`src/rtl/async_fifo_pkg.sv`:
```
// Shared pointer helpers for the async FIFO pointer blocks.
// Gray conversions work on a 32-bit container; callers zero-extend and then truncate to their own width.
package async_fifo_pkg;

  localparam int c_max_ptr_width = 32;

  function automatic int ptr_width(input int num_entries);
    return $clog2(num_entries) + 1;
  endfunction

  function automatic logic [c_max_ptr_width-1:0] bin2gray(input logic [c_max_ptr_width-1:0] bin);
    return bin ^ (bin >> 1);
  endfunction

  // Upper bits are zero for narrower pointers, so the prefix XOR is width-independent.
  function automatic logic [c_max_ptr_width-1:0] gray2bin(input logic [c_max_ptr_width-1:0] gray);
    logic [c_max_ptr_width-1:0] bin;
    bin[c_max_ptr_width-1] = gray[c_max_ptr_width-1];
    for (int i = c_max_ptr_width - 2; i >= 0; i--) begin
      bin[i] = bin[i+1] ^ gray[i];
    end
    return bin;
  endfunction

endpackage

```
`src/rtl/async_fifo_gray_sync.sv`:
```
// N-stage vector synchronizer for a Gray-coded pointer crossing into this clock domain.
// Async reset clears every stage.
module async_fifo_gray_sync #(
  parameter int p_width  = 4,
  parameter int p_stages = 2
) (
  input  logic               clk,
  input  logic               reset,
  input  logic [p_width-1:0] d,
  output logic [p_width-1:0] q
);

  logic [p_width-1:0] stage_q [p_stages];

  always_ff @(posedge clk or posedge reset) begin
    if (reset) begin
      for (int i = 0; i < p_stages; i++) begin
        stage_q[i] <= '0;
      end
    end else begin
      stage_q[0] <= d;
      for (int i = 1; i < p_stages; i++) begin
        stage_q[i] <= stage_q[i-1];
      end
    end
  end

  assign q = stage_q[p_stages-1];

endmodule

```
`src/rtl/burst_write_ptr_blk.sv`:
```
// Write-side pointer controller for the async FIFO: burst acceptance, conservative free count,
// and a published Gray pointer that advances at most one step per clock.
module burst_write_ptr_blk
  import async_fifo_pkg::*;
#(
  parameter int p_num_entries = 16,
  parameter int p_ptr_width   = ptr_width(p_num_entries),
  parameter int p_max_wr      = 4,
  parameter int p_cnt_width   = $clog2(p_max_wr + 1),
  parameter int p_sync_stages = 2
) (
  input  logic                   clk,
  input  logic                   reset,
  input  logic                   w_req,
  input  logic [p_cnt_width-1:0] w_cnt,
  output logic                   w_ack,
  output logic [p_ptr_width-1:0] b_write_ptr,
  output logic [p_ptr_width-1:0] g_write_ptr_pub,
  input  logic [p_ptr_width-1:0] g_read_ptr_async,
  input  logic [p_ptr_width-1:0] afull_thresh,
  output logic [p_ptr_width-1:0] free_cnt,
  output logic                   full,
  output logic                   almost_full,
  output logic                   err,
  input  logic                   err_clr
);

  localparam logic [p_ptr_width-1:0] c_depth   = p_ptr_width'(p_num_entries);
  localparam logic [p_cnt_width-1:0] c_max_cnt = p_cnt_width'(p_max_wr);

  logic [p_ptr_width-1:0] g_rd_sync;
  logic [p_ptr_width-1:0] b_rd_sync;
  logic [p_ptr_width-1:0] used_cnt;
  logic [p_ptr_width-1:0] b_pub;
  logic [p_ptr_width-1:0] b_pub_nxt;
  logic [p_ptr_width-1:0] w_cnt_ext;
  logic                   legal;

  async_fifo_gray_sync #(
    .p_width  (p_ptr_width),
    .p_stages (p_sync_stages)
  ) u_rd_sync (
    .clk   (clk),
    .reset (reset),
    .d     (g_read_ptr_async),
    .q     (g_rd_sync)
  );

  assign b_rd_sync = p_ptr_width'(gray2bin(32'(g_rd_sync)));

  // Stale read pointer only ever overstates occupancy, so free_cnt errs low.
  assign used_cnt    = b_write_ptr - b_rd_sync;
  assign free_cnt    = c_depth - used_cnt;
  assign full        = (free_cnt == '0);
  assign almost_full = (free_cnt <= afull_thresh);

  assign w_cnt_ext = p_ptr_width'(w_cnt);
  assign legal     = (w_cnt != '0) && (w_cnt <= c_max_cnt);
  assign w_ack     = w_req && legal && (w_cnt_ext <= free_cnt);

  always_ff @(posedge clk or posedge reset) begin
    if (reset) begin
      b_write_ptr <= '0;
    end else if (w_ack) begin
      b_write_ptr <= b_write_ptr + w_cnt_ext;
    end
  end

  always_ff @(posedge clk or posedge reset) begin
    if (reset) begin
      err <= 1'b0;
    end else if (w_req && !legal) begin
      err <= 1'b1;
    end else if (err_clr) begin
      err <= 1'b0;
    end
  end

  // Single-step publishing keeps the Gray pointer to one bit change per clock.
  assign b_pub_nxt = (b_pub != b_write_ptr) ? b_pub + 1'b1 : b_pub;

  always_ff @(posedge clk or posedge reset) begin
    if (reset) begin
      b_pub           <= '0;
      g_write_ptr_pub <= '0;
    end else begin
      b_pub           <= b_pub_nxt;
      g_write_ptr_pub <= p_ptr_width'(bin2gray(32'(b_pub_nxt)));
    end
  end

endmodule
```
`config.mk`:
```
export PLATFORM = sky130hd
export DESIGN_NAME = burst_write_ptr_blk
export DESIGN_NICKNAME = d
export VERILOG_FILES = /design/src/rtl/async_fifo_pkg.sv /design/src/rtl/async_fifo_gray_sync.sv /design/src/rtl/burst_write_ptr_blk.sv
export SDC_FILE = /design/constraint.sdc
export NUM_CORES = 1
export LEC_CHECK = 0
export CAP_MARGIN = 20
export CORE_MARGIN = 2
export CORE_UTILIZATION = 25
export DETAILED_ROUTE_END_ITERATION = 7
export GPL_TIMING_DRIVEN = 0
export MAX_ROUTING_LAYER = met4
export PLACE_DENSITY = 0.57
export SLEW_MARGIN = 20
export SYNTH_ARGS = -nofsm -noshare
export SYNTH_HDL_FRONTEND = slang
export SYNTH_SLANG_ARGS = --single-unit
```
`constraint.sdc`:
```
create_clock -name clk -period 5.6 [get_ports clk]
set_input_delay 1.12 -clock clk [delete_from_list [all_inputs] [get_ports clk]]
set_output_delay 1.12 -clock clk [all_outputs]
set_load 0.005 [all_outputs]
```
== Word-level counts from Yosys, hierarchy flattened ==
Index checks and enable logic that the tools add are counted.
Word-level totals
  register bits: 26
  input bits: 17
  output and inout bits: 19
  word-level logic and storage cells: 30
Operators by class
  $add $sub $neg: 4
  order comparisons: 3
  equal/unequal tests: 1
  mux-type cells: 3
  bitwise operators: 5
  reduce and logical (&&, ||, !) cells: 8
Operators with widths (number)
  $add 5x1->5 const B: 1
  $add 5x3->5: 1
  $le 3x5->1: 1
  $le 5x5->1: 1
  $logic_not 5->1: 1
  $mux 5: 1
  $ne 5x5->1: 1
  $sub 5x5->5: 1
  $sub 5x5->5 const A: 1
  $xor 5x4->5: 1
  $logic_and 1x1->1: 4
  $xor 1x1->1: 4
  $le 3x3->1 const B: 1
  $reduce_bool 3->1: 1
  $mux 1: 2
  $reduce_bool 2->1: 1
  $logic_not 1->1: 1

== Depth between registers and ports, before layout ==
Gate-level depths: netlist of the first run.
  word-level depth: 8
  depth in mapped cells: 14
  mapped depth without buffers: 14

== Hierarchy ==
A second synthesis of the first run with hierarchy kept.
Second synthesis, totals
  cells, all modules: 143
  area, all modules: 1556.5 um^2
Modules (own cells, without submodules)
  burst_write_ptr_blk: instances 1, cells an instance 127, area each 1265.0 um^2, seq. area each 375.4 um^2
  async_fifo_gray_sync: instances 1, cells an instance 16, area each 291.5 um^2, seq. area each 250.2 um^2

== Worst setup path before layout of the first run ==
OpenSTA, ideal clock, no wires.
  kind: register -> output
  from: register u_rd_sync.stage_q, in the netlist u_rd_sync.q[4]
  to: output port almost_full
  data arrival time: 3.243 ns
  required time: 4.480 ns
  setup slack: 1.237 ns
  stages on the path, launching flop included: 14
  buffers on the path: 0
  cells stage by stage: dfrtp_1 > xor2_1 > xor2_1 > xor2_1 > xnor2_1 > ha_1 > inv_1 > ha_1 > fa_1 > ha_1 > o21a_1 > o21ai_0 > maj3_1 > maj3_1
On the way
  word-level cells in the longest chain between the ends: 7
Ends and longest elaborated chain
  start: declaration: line async_fifo_gray_sync.sv:13  | logic [p_width-1:0] stage_q [p_stages];
  start signal: indexed assignment: line async_fifo_gray_sync.sv:23  | stage_q[i] <= stage_q[i-1];
  $xor 1x1->1 * (2 in a row): line async_fifo_pkg.sv:20  | bin[i] = bin[i+1] ^ gray[i];
  $xor 1x1->1 (2 in a row): line async_fifo_pkg.sv:20
  $sub 5x5->5 *: line burst_write_ptr_blk.sv:52  | assign used_cnt = b_write_ptr - b_rd_sync;
  $sub 5x5->5 *: line burst_write_ptr_blk.sv:53  | assign free_cnt = c_depth - used_cnt;
  net free_cnt[2]: line burst_write_ptr_blk.sv:21  | output logic [p_ptr_width-1:0] free_cnt,
  $le 5x5->1 *: line burst_write_ptr_blk.sv:55  | assign almost_full = (free_cnt <= afull_thresh);
  end: declaration: line burst_write_ptr_blk.sv:23  | output logic almost_full,
The timed path passes the listed nets; every way through them passes the cells marked *.

== Worst setup path after layout of the first run ==
  from: register u_rd_sync.stage_q, in the netlist u_rd_sync.q[4]
  to: output port almost_full
On the way
  word-level cells in the longest chain between the ends: 7
Ends and longest elaborated chain (line)
  $xor 1x1->1 (4 in a row): async_fifo_pkg.sv:20
  $sub 5x5->5 *: burst_write_ptr_blk.sv:52
  $sub 5x5->5 *: burst_write_ptr_blk.sv:53
  $le 5x5->1 *: burst_write_ptr_blk.sv:55
Every way passes the cells marked *; elsewhere a longest branch is shown, timed or not.

==> results.md, run 1 <==
- Run status: completed
- Psw: 0.5393 mW
- Required time at the endpoint of the critical path: 4.48 ns
- Number of synthesized register bits: 25
- Worst setup path class: reg -> out
- Number of rows in the core area: 28
- Worst slew margin relative to its limit: 41.39%
- Maximum count of clock buffers along a single path: 2
- Post-Layout Cell Count: 251
- Vias: 1050
- Synth async-reset ratio: 100.0%
- Worst-skew pair later-pin latency: 0.27 ns
- CP Cell Sequence: xor2_1, xor2_1, xor2_1, xnor2_1, ha_1, inv_1, ha_1, fa_1, ha_1, o21a_1, o21ai_0, maj3_1, maj3_1, clkdlybuf4s50_1
- Routed Antenna Nets: 0
- Cell count after placement: 247
- Total iterations of the first detailed-routing run: 4
- Die extent in y: 81.89 µm
- Cell-internal power: 0.7951 mW
- Leading register cell type out of synthesis: dfrtp_1
- Count of max-cap constraint violations: 0
- Worst slew pin tran: 0.8737 ns
- Number of resized instances in the post-cts repair step: 0
- Largest delay contributor family on the critical path: adder cells
- Starting Density: 25.77%
- Synth Warn #: 0
- CTS tree: yes
- Placer congestion estimate: 0.7620
- Post-layout min period: 5.298 ns
- Number of buffers added to fix hold violations after cts: 0
- Overflow left after global routing: 0
- Total non-filler cell area in the finished layout: 2006 µm²
- Post-Route Skew: 0.007899 ns
- Detailed-route wire length: 2.727 mm
- Highest achievable clock rate: 188.8 MHz
- Classification of the worst-slack hold path: reg -> reg
- CTS sink count: 25
- Number of top-level design ports: 36
- Number of H-tree levels: 1
- Final period utilization: 94.60%
- Post-synthesis cell type count: 30
- Number of buffers created by CTS: 3
- Share of synthesized area occupied by flip-flops and latches: 41.25%
- WP buf/inv: 2
- Final-report setup violation count: 0
- Part of the power in registers: 22.5%
- Initial antenna violation count: 0
- Mean instance size in the synthesized netlist: 11.07 µm²
- Final-report max-slew violation count: 0
- Clock slew seen by the registers of the worst setup and hold paths: 0.08 ns
- Share of power burned in combinational logic: 69.6%
- Slowest stage cell, crit path: fa_1
- Post-Synthesis Net Count: 173
- Kind of end point of the critical path: output port
- Placeable Area: 5886 µm²
- Detailed-route vias per instance: 4.183
- Total Nets Final: 213
- Leakage: 0.9159 nW
- Post-Syn Area: 1516 µm²
- Placed instance area: 1961 µm²
- Post-detail-place hpwl: 2.229 mm
- Aggregate negative setup slack: 0 ns
- Total routing resource utilization after global routing: 9.576%
- Sw Ratio: 40.42%
- Setup bufs post-CTS: 0
- I/O Buffers: 35
- Layout area overhead: 32.26%
- Pin count of the biggest net entering global routing: 26
- Instance count of the mapped netlist: 137
- Maximum cell stage delay along the critical path: 0.52 ns
- Die area: 6705 µm²
- Initial drt markers: 15
- Part of the power in the clock network: 7.9%
- VDD IR max: 0.2558 mV
- Startpoint class of the critical path: register
- Power density over the cells: 665.3 nW/µm²
- Proportion of layout cells with a drive suffix above 1: 5.682%
- CTS Root Cell: clkbuf_8
- EDFF count, synth: 0
- PnR worst setup slack: 0.3022 ns
- Wire per inst: 10.86 µm
- Worst Path Arrival: 4.18 ns
- Die width: 81.89 µm
- First-pass GRT wire length: 4.754 mm
- Setup repair after global routing missed its margin: no
- Post-detailed-route DRC marker count: 0
- Final Hold Vio Count: 0
- Worst-case setup slack after placement: 0.5518 ns
- Antenna Cells: 0
- Worst Path Max Fanout: 4
- Number of global-route vias before repair: 1050
[per-stage QoR]
step	utilization, %	power (mW)	hold WS (ns)
after floorplan	-	0.8979	0.3312
after global placement	33.31	1.232	0.3329
after detailed placement	33.31	1.252	0.3347
after CTS	34.08	1.363	0.3537
after global routing	34.08	1.484	0.3626
final	34.08	1.334	0.3520
[Yosys cell counts (2+ instances only)]
cell type  number  area share (%)
a21oi_1         3            0.99
ha_1           17              14
o21ai_0         4             1.3
nand2_1         7             1.7
xnor2_1        12             6.9
a21o_1          2            0.99
inv_1          19             4.7
nand3_1         3            0.99
dfrtp_1        25              41
xor2_1         15             8.7
nor2_1          2            0.50
fa_1            2             2.6
a311oi_1        2             1.2
nor2b_1         3             1.2
maj3_1          2             1.3
buf_2           2            0.66
mux2i_1         4             2.6
[cell usage in the layout, fill, tap and decap left out, types with 2 or more instances in the layout]
| cell type | netlist | layout |
|---|---|---|
| a21o_1 | 2 | 2 |
| a21oi_1 | 3 | 3 |
| a311oi_1 | 2 | 2 |
| buf_2 | 2 | 2 |
| clkbuf_1 | 1 | 2 |
| clkbuf_8 | 0 | 3 |
| clkdlybuf4s50_1 | 0 | 35 |
| dfrtp_1 | 25 | 25 |
| fa_1 | 2 | 2 |
| ha_1 | 17 | 17 |
| inv_1 | 19 | 18 |
| maj3_1 | 2 | 2 |
| mux2i_1 | 4 | 4 |
| nand2_1 | 7 | 7 |
| nand3_1 | 3 | 3 |
| nor2_1 | 2 | 2 |
| nor2b_1 | 3 | 3 |
| o21ai_0 | 4 | 4 |
| xnor2_1 | 12 | 12 |
| xor2_1 | 15 | 15 |
[flip-flops by register name (all words and copies together), names as in the netlist]
register / flops
u_rd_sync.stage_q: 5
u_rd_sync.q: 5
g_write_ptr_pub: 4
err: 1
b_write_ptr: 5
b_pub: 5
[cell type report]
cell class | instances | area, µm²
Buffer | 4 | 21.27
Clock buffer | 4 | 45.04
Fill cell | 614 | 3880
Inverter | 19 | 71.32
Multi-Input combinational cell | 89 | 798.3
Sequential cell | 25 | 625.6
Tap cell | 75 | 93.84
Timing Repair Buffer | 35 | 350.3
[routing by layer]
metal  GRT usage, %  vias up  share of wire [%]
met5              -        -                  0
met4          1.500        0               0.44
met3          3.077        2                5.2
met2          16.18       25                 48
met1          11.36      496                 46
li1               -      527                  -
[worst paths after layout]
check / start / end / slack [ns] / depth (start not counted)
worst max-delay path: u_rd_sync.q[4]$_DFF_PP0_ / almost_full / 0.30 / 14
worst min-delay path: u_rd_sync.stage_q[8]$_DFF_PP0_ / u_rd_sync.q[3]$_DFF_PP0_ / 0.35 / 0
worst max register to register: u_rd_sync.q[4]$_DFF_PP0_ / b_write_ptr[0]$_DFFE_PP0P_ / 1.94 / 14
worst min register to register: u_rd_sync.stage_q[8]$_DFF_PP0_ / u_rd_sync.q[3]$_DFF_PP0_ / 0.35 / 0
max in group asynchronous: reset / b_pub[1]$_DFF_PP0_ / 3.96 / 2
min in group asynchronous: reset / b_write_ptr[0]$_DFFE_PP0P_ / 1.23 / 2
[power groups by stage]
stage                     Sequential (mW)  Clock [mW]  Combinational, mW
final                               0.300       0.105              0.929
after global routing                0.310       0.119               1.05
after CTS                           0.302       0.110              0.951
after detailed placement            0.306           0              0.947
after global placement              0.304           0              0.928
after floorplan                     0.294           0              0.604
[logic make-up after synthesis]
logic type	synth area share, %
compound gates	8.004
simple gates	5.611
flops	41.25
fa+ha+maj	17.99
buf+inv	6.106
mux	4.373
xor+xnor	16.67
(Power assumes the default switching activity.)
==> inputs of run 2 (changes only) <==
--- a/config.mk
+++ b/config.mk
@@ -5,14 +5,17 @@
 export SDC_FILE = /design/constraint.sdc
 export NUM_CORES = 1
 export LEC_CHECK = 0
+export ABC_AREA = 1
 export CAP_MARGIN = 20
 export CORE_MARGIN = 2
 export CORE_UTILIZATION = 25
 export DETAILED_ROUTE_END_ITERATION = 7
 export GPL_TIMING_DRIVEN = 0
 export MAX_ROUTING_LAYER = met4
-export PLACE_DENSITY = 0.57
+export PLACE_DENSITY = 0.56
+export REMOVE_ABC_BUFFERS = 1
 export SLEW_MARGIN = 20
 export SYNTH_ARGS = -nofsm -noshare
 export SYNTH_HDL_FRONTEND = slang
 export SYNTH_SLANG_ARGS = --single-unit
+export TNS_END_PERCENT = 10
==> run 2 against run 1 <==
Net effect: final cell count is 28% higher; non-clock buffer count fell by 3; count of clock-buffer cells in the layout down 1; power fell by 0.83%.
==> results.md, run 2 <==
- Beginning of the worst register-to-register path: u_rd_sync.q[4]$_DFF_PP0_
- Routed Antenna Nets: 0 (unchanged)
- Number of buffers created by CTS: 3 (unchanged)
- Post-Layout Cell Count: 322 (+28%)
- First-pass GRT wire length: 5.796 mm (+22%)
- Source of the critical timing path: u_rd_sync.q[4]$_DFF_PP0_
- Initial drt markers: 16 (+1)
- Post-detailed-route DRC marker count: 0 (unchanged)
- Clock slew seen by the registers of the worst setup and hold paths: 0.09 ns (about the same)
- CTS tree: yes
- CTS Root Cell: clkbuf_8
- Post-layout min period: 5.182 ns (-0.1157 ns)
- Number of H-tree levels: 1 (unchanged)
- Antenna Cells: 0 (unchanged)
- Detailed-route vias per instance: 4.236 (+1.3%)
- Detailed-route wire length: 3.322 mm (+22%)
- PnR worst setup slack: 0.4179 ns (+0.1157 ns)
- Number of global-route vias before repair: 1327 (+26%)
- Power density over the cells: 607.2 nW/µm² (-8.7%)
- Die extent in y: 85.65 µm (+4.6%)
- Number of buffers added to fix hold violations after cts: 0 (unchanged)
- Run status: completed
- Leading register cell type out of synthesis: dfrtp_1
- Die area: 7335 µm² (+9.4%)
- Reg2Reg Setup Slack: 2.11 ns (+0.17 ns)
- Placer congestion estimate: 0.7470 (-2.0%)
- Proportion of layout cells with a drive suffix above 1: 9.388% (+3.7 points)
- Cell taking the most area after synthesis: dfrtp_1
- Hold WS: 0.3545 ns (+0.002501 ns)
- Kind of end point of the critical path: output port
- Maximum count of clock buffers along a single path: 2 (unchanged)
- Initial antenna violation count: 0 (unchanged)
- VDD IR max: 0.3267 mV (+28%)
- Synth Warn #: 0 (unchanged)
- Post-synthesis cell type count: 23 (-23%)
- Wire per inst: 10.32 µm (-5.0%)
- Mean instance size in the synthesized netlist: 8.090 µm² (-27%)
- Overflow left after global routing: 0 (unchanged)
- CP Cell Sequence: inv_1, nand2_1, nand2_1, xor2_2, xor2_1, nand2_1, nand2_1, ha_1, inv_1, ha_1, fa_1, inv_1, ha_1, nand3_1, nand3_1, nand3_1, inv_1, nand3_1, nand2_1, inv_1, clkdlybuf4s50_1
- Total routing resource utilization after global routing: 9.846% (+0.27 points)
- Number of top-level design ports: 36 (unchanged)
- Placeable Area: 6386 µm² (+8.5%)
- Vias: 1364 (+30%)
- Startpoint class of the critical path: register
- Worst Path Max Fanout: 6 (+2)
- Count of max-cap constraint violations: 0 (unchanged)
- Aggregate negative setup slack: 0 ns (unchanged)
- Register area: 625.6 µm² (unchanged)
- Maximum cell stage delay along the critical path: 0.54 ns (+0.02 ns)
- Most common library cell in the layout ignoring fill and taps: nand2_1
- Post-Route Skew: 0.001061 ns (-0.006838 ns)
- Pin count of the biggest net entering global routing: 26 (unchanged)
- Number of rows in the core area: 29 (+3.6%)
- Worst slew pin tran: 0.4689 ns (-0.4049 ns)
- Total Nets Final: 282 (+32%)
- Placed instance area: 2106 µm² (+7.4%)
- Classification of the worst-slack hold path: reg -> reg
- Worst slew margin relative to its limit: 68.52% (+27 points)
- Final period utilization: 92.54% (-2.1 points)
- Portion of synthesized cell area occupied by the leading cell type: 37.54% (-3.7 points)
- I/O Buffers: 35 (unchanged)
- Filler cells: 676 (+10%)
- Worst-skew pair later-pin latency: 0.26 ns (about the same)
- Most frequent cell after synthesis: nand2_1
- Die width: 85.65 µm (+4.6%)
- Share of synthesized area occupied by flip-flops and latches: 37.54% (-3.7 points)
- Synth async-reset ratio: 100.0% (unchanged)
- Starting Density: 26.10% (+0.33 points)
- Worst hold start: u_rd_sync.stage_q[9]$_DFF_PP0_
- Number of synthesized register bits: 25 (unchanged)
- Setup repair after global routing missed its margin: no
- Final-report setup violation count: 0 (unchanged)
- Worst Path Arrival: 4.06 ns (-0.12 ns)
- Worst-case setup slack after placement: 0.6489 ns (+0.09706 ns)
- Post-detail-place hpwl: 2.704 mm (+21%)
- Number of resized instances in the post-cts repair step: 0 (unchanged)
- Multi-input combinational cell area: 883.3 µm² (+11%)
- Required time at the endpoint of the critical path: 4.48 ns (about the same)
- Slowest stage cell, crit path: fa_1
- Setup bufs post-CTS: 0 (unchanged)
- Final Hold Vio Count: 0 (unchanged)
- Cell count after placement: 317 (+28%)
- Final-report max-slew violation count: 0 (unchanged)
- Worst setup path class: reg -> out
- Top area cells in the synthesized netlist: dfrtp_1, nand2_1, ha_1
- Commonest cells after routing, fill and taps aside: nand2_1, clkdlybuf4s50_1, inv_1, dfrtp_1, nand3_1
- Leading post-synthesis cells by instance count: nand2_1, inv_1, dfrtp_1, nand3_1, ha_1
- Layout area overhead: 30.78%
- Post-Syn Area: 1667 µm² (+9.9%)
- Total iterations of the first detailed-routing run: 4 (unchanged)
- EDFF count, synth: 0 (unchanged)
- CTS sink count: 25 (unchanged)
- Leakage: 1.129 nW (+23%)
- Total non-filler cell area in the finished layout: 2180 µm² (+8.7%)
- Instance count of the mapped netlist: 206 (+50%)
- Highest achievable clock rate: 193.0 MHz (+2.2%)
-- run 2: logic make-up (layout without fill, tap and decap cells) --
logic type      Yosys count  in the layout  synth area share (%)
simple gates            102            102                 28.75
buf+inv                  41             80                 9.459
flops                    25             25                 37.54
fa+ha+maj                19             19                 15.17
xor+xnor                 12             12                 6.757
compound gates            7              7                 2.327
-- run 2: report_power, final --
| part | internal, mW | switching (mW) | leakage (nW) |
|---|---|---|---|
| clock network | 0.0496 | 0.0556 | 0.0255 |
| logic | 0.430 | 0.481 | 0.805 |
| registers | 0.240 | 0.0672 | 0.298 |
-- run 2: cell type report --
type	count	area share [%]
sequential	25	28.70
timing repair buffer	36	17.34
tap	77	4.420
clock inverter	1	0.2296
inverter	40	6.889
multi-input combinational	140	40.53
clock buffer	3	1.894
-- run 2: critical path: cells and delay by family (launching register included) --
kind | cells | cell delay [ns]
flip-flops | 1 | 0.40
XOR/XNOR | 2 | 0.49
buffers and inverters | 6 | 0.81
AND/OR/NAND/NOR | 9 | 0.91
adder cells (fa/ha/maj) | 4 | 1.17
-- run 2: worst paths after layout --
kind | endpoint | cells past startpoint
min in group asynchronous | g_write_ptr_pub[0]$_DFF_PP0_ | 2
worst min-delay path | u_rd_sync.q[4]$_DFF_PP0_ | 0
worst min register to register | u_rd_sync.q[4]$_DFF_PP0_ | 0
worst max-delay path | w_ack | 21
max in group asynchronous | b_write_ptr[1]$_DFFE_PP0P_ | 3
worst max register to register | b_write_ptr[3]$_DFFE_PP0P_ | 21
-- run 2: metal layers --
layer  vias to the layer above  GRT usage, %  part of all wire, %
met1                       627         12.43                   46
li1                        713             -                    -
met5                         -             -                    0
met2                        22         16.62                   50
met3                         2         1.347                  3.9
met4                         0         2.597                 0.72
-- run 2: through the flow --
step	util [%]	total power [mW]
6_report	34.13	1.323
5_1_grt	34.13	1.474
4_1_cts	33.70	1.340
3_5_place_dp	32.97	1.230
3_3_place_gp	32.97	1.208
2_1_floorplan	-	0.9015
